===== src/rtl/spi_boot_ctrl.sv =====
// spi_boot_ctrl: SPI boot loader that validates a header frame, then writes the image into instruction memory.
// Holds the core in reset until the image has been written; all outputs are registered.
module spi_boot_ctrl #(
  parameter int DATA_WIDTH = 32,
  parameter int ADDR_WIDTH = 32,
  parameter logic [ADDR_WIDTH-1:0] BASE_ADDR = '0,
  parameter logic [7:0] MAGIC = 8'hA5,
  parameter logic [15:0] MAX_WORDS = 16'd4096
) (
  input  logic                  clk,
  input  logic                  reset,
  input  logic                  SS,
  input  logic [DATA_WIDTH-1:0] REG_DIN,
  output logic                  mem_req,
  output logic [ADDR_WIDTH-1:0] mem_addr,
  output logic [DATA_WIDTH-1:0] mem_wdata,
  input  logic                  mem_gnt,
  output logic                  core_rst,
  output logic                  boot_done,
  output logic                  boot_err,
  output logic [15:0]           words_loaded
);
  typedef enum logic [2:0] {IDLE, LOAD, WRITE, DONE, ERROR} state_t;
  state_t state_q, state_d;
  logic [2:0] ss_q;
  logic fe_q, ovr_q, ovr_d, req_q, req_d, crst_q, crst_d, done_q, done_d, err_q, err_d;
  logic [DATA_WIDTH-1:0] word_q, wdata_q, wdata_d;
  logic [ADDR_WIDTH-1:0] addr_q, addr_d;
  logic [15:0] rem_q, rem_d, words_q, words_d;
  logic hdr_ok;
  assign hdr_ok = (word_q[31:24] == MAGIC) && (word_q[15:0] <= MAX_WORDS);
  always_comb begin
    state_d = state_q;
    ovr_d = ovr_q;
    req_d = req_q;
    crst_d = crst_q;
    done_d = done_q;
    err_d = err_q;
    wdata_d = wdata_q;
    addr_d = addr_q;
    rem_d = rem_q;
    words_d = words_q;
    case (state_q)
      IDLE, ERROR: if (fe_q) begin
        if (!hdr_ok) begin
          state_d = ERROR;
          err_d = 1'b1;
        end else begin
          err_d = 1'b0;
          ovr_d = 1'b0;
          words_d = '0;
          addr_d = BASE_ADDR;
          rem_d = word_q[15:0];
          state_d = (word_q[15:0] == 16'd0) ? DONE : LOAD;
          done_d = (word_q[15:0] == 16'd0);
          crst_d = (word_q[15:0] != 16'd0);
        end
      end
      LOAD: if (fe_q) begin
        wdata_d = word_q;
        req_d = 1'b1;
        state_d = WRITE;
      end
      WRITE: begin
        ovr_d = ovr_q | fe_q;
        if (mem_gnt) begin
          req_d = 1'b0;
          addr_d = addr_q + ADDR_WIDTH'(4);
          rem_d = rem_q - 16'd1;
          words_d = words_q + 16'd1;
          // A frame that completed while we were stalled has already been lost.
          if (ovr_q | fe_q) begin
            state_d = ERROR;
            err_d = 1'b1;
          end else if (rem_q == 16'd1) begin
            state_d = DONE;
            done_d = 1'b1;
            crst_d = 1'b0;
          end else begin
            state_d = LOAD;
          end
        end
      end
      default: state_d = state_q;
    endcase
  end
  always_ff @(posedge clk or posedge reset) begin
    if (reset) begin
      ss_q <= 3'b111;
      fe_q <= 1'b0;
      word_q <= '0;
      state_q <= IDLE;
      ovr_q <= 1'b0;
      req_q <= 1'b0;
      crst_q <= 1'b1;
      done_q <= 1'b0;
      err_q <= 1'b0;
      wdata_q <= '0;
      addr_q <= BASE_ADDR;
      rem_q <= '0;
      words_q <= '0;
    end else begin
      ss_q <= {ss_q[1:0], SS};
      fe_q <= ss_q[1] & ~ss_q[2];
      word_q <= (ss_q[1] & ~ss_q[2]) ? REG_DIN : word_q;
      state_q <= state_d;
      ovr_q <= ovr_d;
      req_q <= req_d;
      crst_q <= crst_d;
      done_q <= done_d;
      err_q <= err_d;
      wdata_q <= wdata_d;
      addr_q <= addr_d;
      rem_q <= rem_d;
      words_q <= words_d;
    end
  end
  assign mem_req = req_q;
  assign mem_addr = addr_q;
  assign mem_wdata = wdata_q;
  assign core_rst = crst_q;
  assign boot_done = done_q;
  assign boot_err = err_q;
  assign words_loaded = words_q;
endmodule


===== config.mk =====
export PLATFORM = sky130hd
export DESIGN_NAME = spi_boot_ctrl
export DESIGN_NICKNAME = d
export VERILOG_FILES = /design/src/rtl/spi_boot_ctrl.sv
export SDC_FILE = /design/constraint.sdc
export NUM_CORES = 1
export LEC_CHECK = 0
export BUFFER_PORTS_ARGS = -buffer_cell sky130_fd_sc_hd__buf_2
export CORE_MARGIN = 3
export CORE_UTILIZATION = 50
export CTS_CLUSTER_SIZE = 24
export DETAILED_ROUTE_END_ITERATION = 12
export GPL_TIMING_DRIVEN = 0
export PLACE_DENSITY = 0.76
export SYNTH_ARGS = -nofsm -noshare
export SYNTH_HDL_FRONTEND = slang
export SYNTH_SLANG_ARGS = --single-unit

===== constraint.sdc =====
create_clock -name clk -period 4.3 [get_ports clk]
set_input_delay 0.43 -clock clk [delete_from_list [all_inputs] [get_ports clk]]
set_output_delay 0.43 -clock clk [all_outputs]
set_load 0.1 [all_outputs]

Word-level counts from Yosys, hierarchy flattened
Cells that the tools add are included.
- add/subtract/negate cells: 3
- mux-type cells: 43
- reductions and logical operators: 15
- eq/ne operators: 12
- shift operators: 0
- div/mod/pow operators: 0
- multipliers: 0
- $lt $le $gt $ge: 1
- bitwise operators: 3
- operators with widths (cell ; number):
    16-bit 2-to-1 mux ; 6
    32-bit 2-to-1 mux ; 3
    16-bit one-hot mux with 2 select lines ; 2
    32-bit one-hot mux with 2 select lines ; 1
    32-bit by 3-bit adder with 32-bit output, second input constant ; 1
    1-bit 2-to-1 mux ; 18
    16-bit by 1-bit adder with 16-bit output, second input constant ; 1
    16-bit by 1-bit == test with 1-bit output, second input constant ; 1
    16-bit by 13-bit <= comparator with 1-bit output, second input constant ; 1
    16-bit logical NOT ; 1
    16-bit nonzero test ; 1
    16-bit by 1-bit subtractor with 16-bit output, second input constant ; 1
    3-bit 2-to-1 mux ; 5
    2-bit != test, second input constant ; 7
    4-bit AND reduction ; 3
    1-bit one-hot mux with 2 select lines ; 5
    3-bit one-hot mux with 3 select lines ; 1
    8-bit == test, second input constant ; 1
    3-bit AND reduction ; 2
    6-bit AND reduction ; 1
    2-bit 2-to-1 mux ; 2
    2-bit nonzero test ; 2
    3-bit by 1-bit == test with 1-bit output, second input constant ; 1
    3-bit by 2-bit == test with 1-bit output, second input constant ; 1
    9 further kinds ; 9
- output and inout bits: 84
- logic and storage cells: 90
- register bits after elaboration: 140
- ROM bits: 0
- bits in latches: 0
- memory bits (writable): 0
- input bits: 36
- memories kept: 0

Depth between registers and ports, before layout
Gate-level depths: netlist (run 1).
- word-level depth: 5
- depth in mapped cells: 8
- mapped depth without buffers: 7

Least setup slack after synthesis (run 1)
OpenSTA, ideal clock, no wires.
- path type: register to register
- start: register addr_q[11] (netlist: mem_addr[11])
- end: register addr_q[29] (netlist: mem_addr[29])
- data required time: 4.168 ns
- arrival time: 2.205 ns
- setup slack: 1.963 ns
- clock period less this slack: 2.337 ns
- stages on the path, launching flop included: 7
- buffers on the path: 1
- library setup time: 0.132 ns
- cells stage by stage: dfrtp_1 > and4_1 > clkbuf_1 > nand3_1 > nor4_1 > xnor2_1 > nor2_1
- longest elaborated chain between the ends: 3
- ends and longest elaborated chain (item ; line ; text):
    from (decl) ; 28 ; logic [ADDR_WIDTH-1:0] addr_q, addr_d;
    from (signal assigned) ; 113 ; addr_q <= addr_d;
    32-bit by 3-bit adder with 32-bit output ; 68 ; addr_d = addr_q + ADDR_WIDTH'(4);
    32-bit 2-to-1 mux ; 66 ; if (mem_gnt) begin
    32-bit one-hot mux with 2 select lines ; 43 ; case (state_q)
No other way between the ends. The select of a mux whose other input is x is not followed.
A chain may end at the register's enable or synchronous reset.

Worst setup path after layout (run 1)
- start: register word_q[25]
- end: register rem_q[8]
- longest elaborated chain between the ends: 4
- ends and longest elaborated chain (item ; line ; text):
    from (decl) ; 27 ; logic [DATA_WIDTH-1:0] word_q, wdata_q, wdata_d;
    from (signal assigned) ; 105 ; word_q <= (ss_q[1] & ~ss_q[2]) ? REG_DIN : word_q;
    8-bit == test ; 31 ; assign hdr_ok = (word_q[31:24] == MAGIC) && (word_q[15:0] <= MAX_WORDS);
    1-bit logical AND ; 31 ;
    2-bit != test (no source line) ; -- ;
    4-bit AND reduction (no source line) ; -- ;
    to (signal assigned) ; 114 ; rem_q <= rem_d;
    to (decl) ; 29 ; logic [15:0] rem_q, rem_d, words_q, words_d;
No other way between the ends.

==> results of run 1 <==
-- routing by layer --
layer / share of wire, % / up-vias / wire length [microns] / track usage (%)
met1: 42 / 2406 / 6189 / 27.90
met3: 7.0 / 25 / 1028 / 6.316
met4: 1.7 / 0 / 243 / 8.205
met2: 49 / 193 / 7136 / 35.30
li1: - / 2277 / - / -
met5: 0 / - / 0 / 0
-- sequential cells by signal (all words and copies together), names as in the netlist, 3 cells and up --
name          count
rem_q            16
mem_addr         30
ss_q              3
state_q           3
mem_wdata        32
word_q           32
words_loaded     16
-- cell usage in the layout, fill, tap and decap left out, types with 17 or more instances in the layout --
| master | Yosys | layout |
|---|---|---|
| dfrtp_1 | 134 | 134 |
| buf_2 | 10 | 127 |
| mux2_2 | 63 | 63 |
| nor2_1 | 59 | 59 |
| nand2_1 | 27 | 27 |
| o21ai_0 | 20 | 20 |
| xnor2_1 | 20 | 20 |
| nand3_1 | 19 | 19 |
| clkbuf_1 | 16 | 18 |
| xor2_1 | 17 | 17 |
| clkbuf_16 | 0 | 17 |
-- how the worst max path moves through the flow --
stage | start | endpoint | slack [ps] | cells past startpoint
after floorplan | reset | boot_done | 180 | 1
after global placement | reset | mem_addr[20] | -1200 | 2
after detailed placement | word_q[27] | words_loaded[12] | 1950 | 5
after CTS | word_q[25] | words_loaded[12] | 1900 | 5
after global routing | word_q[27] | words_loaded[5] | 1760 | 5
final | word_q[25] | rem_q[8] | 1970 | 6
-- per-stage QoR --
step                hold slack (ps)  std cells  setup WS, ps  power, W  instance area, sq um
global route                  93.07        876          1757  0.003128                  7739
global placement              346.6        843         -1200  0.001538                  7094
CTS                           90.13        876          1899  0.003045                  7739
detailed placement            349.9        844          1948  0.001551                  7127
finish                        83.26        876          1971  0.003020                  7739
floorplan                     345.2        558         180.5  0.001496                  6299
-- cell families after synthesis --
group | Yosys count
AOI/OAI and AO/OA | 80
xor gates and xnor gates | 37
adders and majority gates | 4
buffers and inverters | 44
DFF | 138
muxes | 64
other | 1
and+or+nand+nor | 189
-- report_power, final --
| group | internal (W) | switching [W] |
|---|---|---|
| Sequential | 0.00135 | 0.0000442 |
| Combinational | 0.0000656 | 0.0000702 |
| Clock | 0.000934 | 0.000560 |
-- layout make-up --
type	instances	area, sq um
clock buffers	20	446.7
multi-input cells	376	2644
clock inverters	12	165.2
flip-flops and latches	138	3458
repair buffers	118	613.1
well taps	168	210.2
plain buffers	30	143.9
inverters	14	57.56
fillers	969	4423
==> flow_summary.ini, run 1 <==
[placed_design]
portBuffers = 117
place_hpwl_mm = 10.43
place_congestion = 0.8489

[clock_network]
cts_tree = built
cts.sinks = 138
cts_buffer_depth = 2
cts_setup_buffers = 0
cts_hold_buf = 0
cts_buffers = 17
cts_htree_levels = 4
clk_pin_slew_ps = 60
clk_latency_ps = 420
root_buffer = clkbuf_16
cts_resized = 0

[synth]
synth_area_leader_cell = dfrtp_1
ys_top_cells_by_area = dfrtp_1 (53%), mux2_2 (11%), nor2_1 (3.5%)
synthSimpleGateAreaFrac_pct = 16.26
yosys-mux-area-fraction_pct = 11.43
synth-async-reset-ratio_pct = 100.0
synthXorXnorAreaFrac_pct = 5.148
ys_seq_area_share_pct = 54.94
synth_most_common_cell = dfrtp_1
yosys_warnings = 0
synth_top_family_by_area = simple AND/OR/NAND/NOR gates
syn_avg_cell_area_sq_um = 11.30
synth.top_cell.area_share_pct = 53.27
synth_edf_count = 0
ys_ff_latch = 138
synth_compound_area_share_pct = 8.249
netlist_area_sq_mm = 0.006295
synth_cell_types = 57
synthAdderAreaFrac_pct = 0.7951
synth_commonest_cells = dfrtp_1 (134), mux2_2 (63), nor2_1 (59)
synth_ff_type = dfrtp_1
syn_inst = 557

[critical_path]
crit_arrival_ps = 2620
endpoint_kind = flop
slowest_delay_ps = 550
r2r_start = word_q[25]
ff2ff_path_depth = 6
startpoint_type = flop
timing.rr.end = rem_q[8]
worstSetupPathType = reg -> reg
worst-path-max-fanout = 10
crit_buf_inv = 1
crit_slowest_cell = nor4bb_1
cp_cell_sequence = nor4bb_1 > nand3_1 > nor3_4 > buf_2 > o22ai_1 > o2bb2ai_1
worstPathRequired_ps = 4590
cpLargestDelayFamily = simple AND/OR/NAND/NOR gates
rrSetupSlack_ps = 1970

[die]
rows = 40
chipWidth_microns = 118.2
dieArea_sq_mm = 0.01397
initial_utilization_pct = 51.76
coreArea_sq_mm = 0.01216
die_y_microns = 118.2
pin_count = 120

[power_and_ir_drop]
power_density_mw_per_mm2 = 390.2
ir_drop_v = 0.0003357
power_leakage_nw = 3.748

[final_layout]
diodes = 0
final_nets = 735
area.growth.synth_to_final_pct = 22.94
drive_gt1_share_pct = 34.18
post-route-util_pct = 63.63

[sta]
rsz0062_at_grt = no
min_period_over_period_pct = 54.15
worstMarginPinSlew_ps = 705.2
clock_skew_ps = 10.71
relSlewSlack_pct = 52.62
finalHoldViolCount = 0
finalCriticalPeriod_ps = 2329
max_freq_ghz = 0.4294
final_max_slew_viol_count = 0
timing.setup.tns_ps = 0
finalSetupViolCount = 0

[status]
status = finished clean

[routing]
dr.pass1.iters = 5
routed_wl_mm = 14.60
viasPerCell = 5.595
ant_nets = 0
num_vias = 4901
drc = 0
drtIter0Drc = 386
post_drt_wl_per_cell_microns = 16.66

[global_routing]
grt_pass1_wl_mm = 24.73
grt_max_degree = 75
grt_usage_pct = 21.81
grt.overflow.total = 0
grt_pass1_vias = 5030
antenna_found_initial = 0

[flow_run]
cap_violations = 0

[min_path]
hp-class = in -> async
(Power assumes the default switching activity.)
==> run 2: changes to the inputs <==
ABC_AREA = 1   (was not set)
PLACE_DENSITY = 0.72   (was 0.76)
clock period = 2.3 ns   (was 4.3 ns; I/O delays follow)
==> flow_summary.ini, run 2 <==
[critical_path]
crit_arrival_ps = 2230
crit_buf_inv = 1
startpoint_type = flop
cpLargestDelayFamily = simple AND/OR/NAND/NOR gates
worst-path-max-fanout = 5
slowest_delay_ps = 420
cp_cell_sequence = ha_1 > nand2_1 > nor2_4 > inv_1 > nor2_1 > xor2_1 > nor2_1 > nand2_1 > o21ai_2
worstPathRequired_ps = 2620
rrSetupSlack_ps = 390
worstSetupPathType = reg -> reg
crit_slowest_cell = dfrtp_2
endpoint_kind = flop

[routing]
drtIter0Drc = 482
num_vias = 6821
routed_wl_mm = 19.42
dr.pass1.iters = 5
drc = 0
viasPerCell = 5.207
post_drt_wl_per_cell_microns = 14.83
ant_nets = 0

[final_layout]
layout_common_cells = nand2_1 (338), dfrtp_1 (132), buf_2 (120), nor2_1 (102), inv_1 (87)
diodes = 0
area.growth.synth_to_final_pct = 21.91
final_nets = 1157
drive_gt1_share_pct = 20.00
final_cells = 1310
final_common_cell = nand2_1
n_fill_cell = 1275

[placed_design]
place_congestion = 0.9314
place_hpwl_mm = 14.14
portBuffers = 117
post-place-ws_ps = 450.7
dp.cells = 1264

[synth]
synth_commonest_cells = nand2_1 (338), dfrtp_1 (134), nor2_1 (102)
syn_avg_cell_area_sq_um = 7.572
synth_cell_types = 34
synth_edf_count = 0
syn_inst = 963
synth_ff_type = dfrtp_1
netlist_area_sq_mm = 0.007292
ys_seq_area_share_pct = 47.43
synth.top_cell.area_share_pct = 45.98
synth_area_leader_cell = dfrtp_1
ys_top_cells_by_area = dfrtp_1 (46%), nand2_1 (17%), nor2_1 (5.3%)
ys_ff_latch = 138
synth-async-reset-ratio_pct = 100.0
synth_most_common_cell = nand2_1
yosys_warnings = 0

[sta]
finalCriticalPeriod_ps = 1908
rsz0062_at_grt = no
final_max_slew_viol_count = 0
clock_skew_ps = 11.75
worstMarginPinSlew_ps = 721.2
finalSetupViolCount = 0
layout_setup_ws_ps = 392.4
max_freq_ghz = 0.5242
finalHoldViolCount = 0
relSlewSlack_pct = 51.92
min_period_over_period_pct = 82.94

[clock_network]
cts_htree_levels = 4
cts_buffers = 17
root_buffer = clkbuf_16
cts_resized = 0
cts_setup_buffers = 0
cts_tree = built
cts.sinks = 138
clk_latency_ps = 430
clk_pin_slew_ps = 70
cts_buffer_depth = 2

[global_routing]
grt_pass1_wl_mm = 31.46
grt_usage_pct = 24.58
antenna_found_initial = 0
grt_max_degree = 42
grt.overflow.total = 0
grt_pass1_vias = 6300

[power_and_ir_drop]
ir_drop_v = 0.0005094
power_leakage_nw = 4.482
pwr-share-seq_pct = 46.0
power_density_mw_per_mm2 = 624.2
p_int_w = 0.004133
swShare_pct = 25.52
switchingPower_w = 0.001416
clkPwrFrac_pct = 48.8
power_frac_comb_pct = 5.2

[die]
die_y_microns = 126.8
dieArea_sq_mm = 0.01607
coreArea_sq_mm = 0.01410
chipWidth_microns = 126.8
rows = 43
initial_utilization_pct = 51.73
pin_count = 120

[flow_run]
cap_violations = 0

[status]
status = finished clean

[min_path]
hp-class = in -> reg
==> run 2: cell count changes after synthesis, moves of 19 or more <==
cell / before / now
nand3_1: 19 / 76
o21ai_2: 0 / 26
nand2_1: 27 / 338
o21ai_0: 20 / 75
inv_1: 14 / 88
mux2_2: 63 / 0
nor2_1: 59 / 102
xnor2_1: 20 / 1
==> run 2: tightest hold or removal path, cell delays in order <==
cell and delay, ps:
buf_2 80, nand2_1 40, o21ai_0 60
==> run 2: repair_timing <==
item	4_1_cts	5_1_grt
endpoints found under the hold margin	40	0
endpoints found under the setup margin	0	0
hold buffers	14	0
==> run 2: power by group through the flow <==
stage | clock, W | sequential (W) | combinational, W
after CTS | 0.00272 | 0.00255 | 0.000291
after floorplan | 0 | 0.00258 | 0.000174
after global placement | 0 | 0.00260 | 0.000254
after detailed placement | 0 | 0.00260 | 0.000271
after global routing | 0.00284 | 0.00256 | 0.000327
final | 0.00271 | 0.00255 | 0.000287
==> run 2: worst paths after layout <==
| kind | startpoint | endpoint | cells past startpoint |
|---|---|---|---|
| setup / recovery | mem_addr[2] | mem_addr[14] | 9 |
| hold / removal | REG_DIN[27] | word_q[27] | 3 |
| setup reg to reg | mem_addr[2] | mem_addr[14] | 9 |
| hold reg to reg | ss_q[0] | ss_q[1] | 0 |
| max in group asynchronous | reset | boot_err | 5 |
| min in group asynchronous | reset | rem_q[1] | 3 |
==> run 2: stage by stage <==
stage               setup TNS [ps]  total power [W]  utilization (%)  hold WS (ps)  cell area [sq um]
floorplan                        0         0.002755                -         234.5               7302
global placement            -75070         0.002850            57.55         336.0               8113
detailed placement               0         0.002869            57.98         336.6               8173
CTS                              0         0.005568            63.07         1.342               8890
global route                     0         0.005730            63.07         13.01               8890
finish                           0         0.005549            63.07         7.657               8890
==> run 2: cells by family (layout without fill, tap and decap cells) <==
kind of cell / Yosys count / in the layout / synth area share, %
AND/OR/NAND/NOR: 554 / 554 / 31.47
flip-flops: 138 / 138 / 47.43
buffers and inverters: 126 / 292 / 8.013
AO/OA/AOI/OAI: 118 / 118 / 9.712
XOR/XNOR: 22 / 22 / 2.642
adder cells (fa/ha/maj): 4 / 4 / 0.6864
other: 1 / 2 / 0.05143
==> run 2: layout make-up <==
| type | count | area [sq um] | share of cell area [%] |
|---|---|---|---|
| inverters | 92 | 349.1 | 3.927 |
| well taps | 180 | 225.2 | 2.533 |
| clock inverters | 15 | 151.4 | 1.703 |
| multi-input cells | 700 | 3253 | 36.59 |
| clock buffers | 17 | 425.4 | 4.785 |
| repair buffers | 134 | 785.8 | 8.839 |
| plain buffers | 34 | 239.0 | 2.688 |
| flip-flops and latches | 138 | 3461 | 38.93 |
==> run 2: metal layers <==
| layer | up-vias | GRT usage (%) | wire [microns] |
|---|---|---|---|
| li1 | 3349 | - | - |
| met1 | 3190 | 32.36 | 8632 |
| met2 | 238 | 39.91 | 9094 |
| met3 | 44 | 5.811 | 1215 |
| met4 | 0 | 8.707 | 480 |
| met5 | - | 0 | 0 |
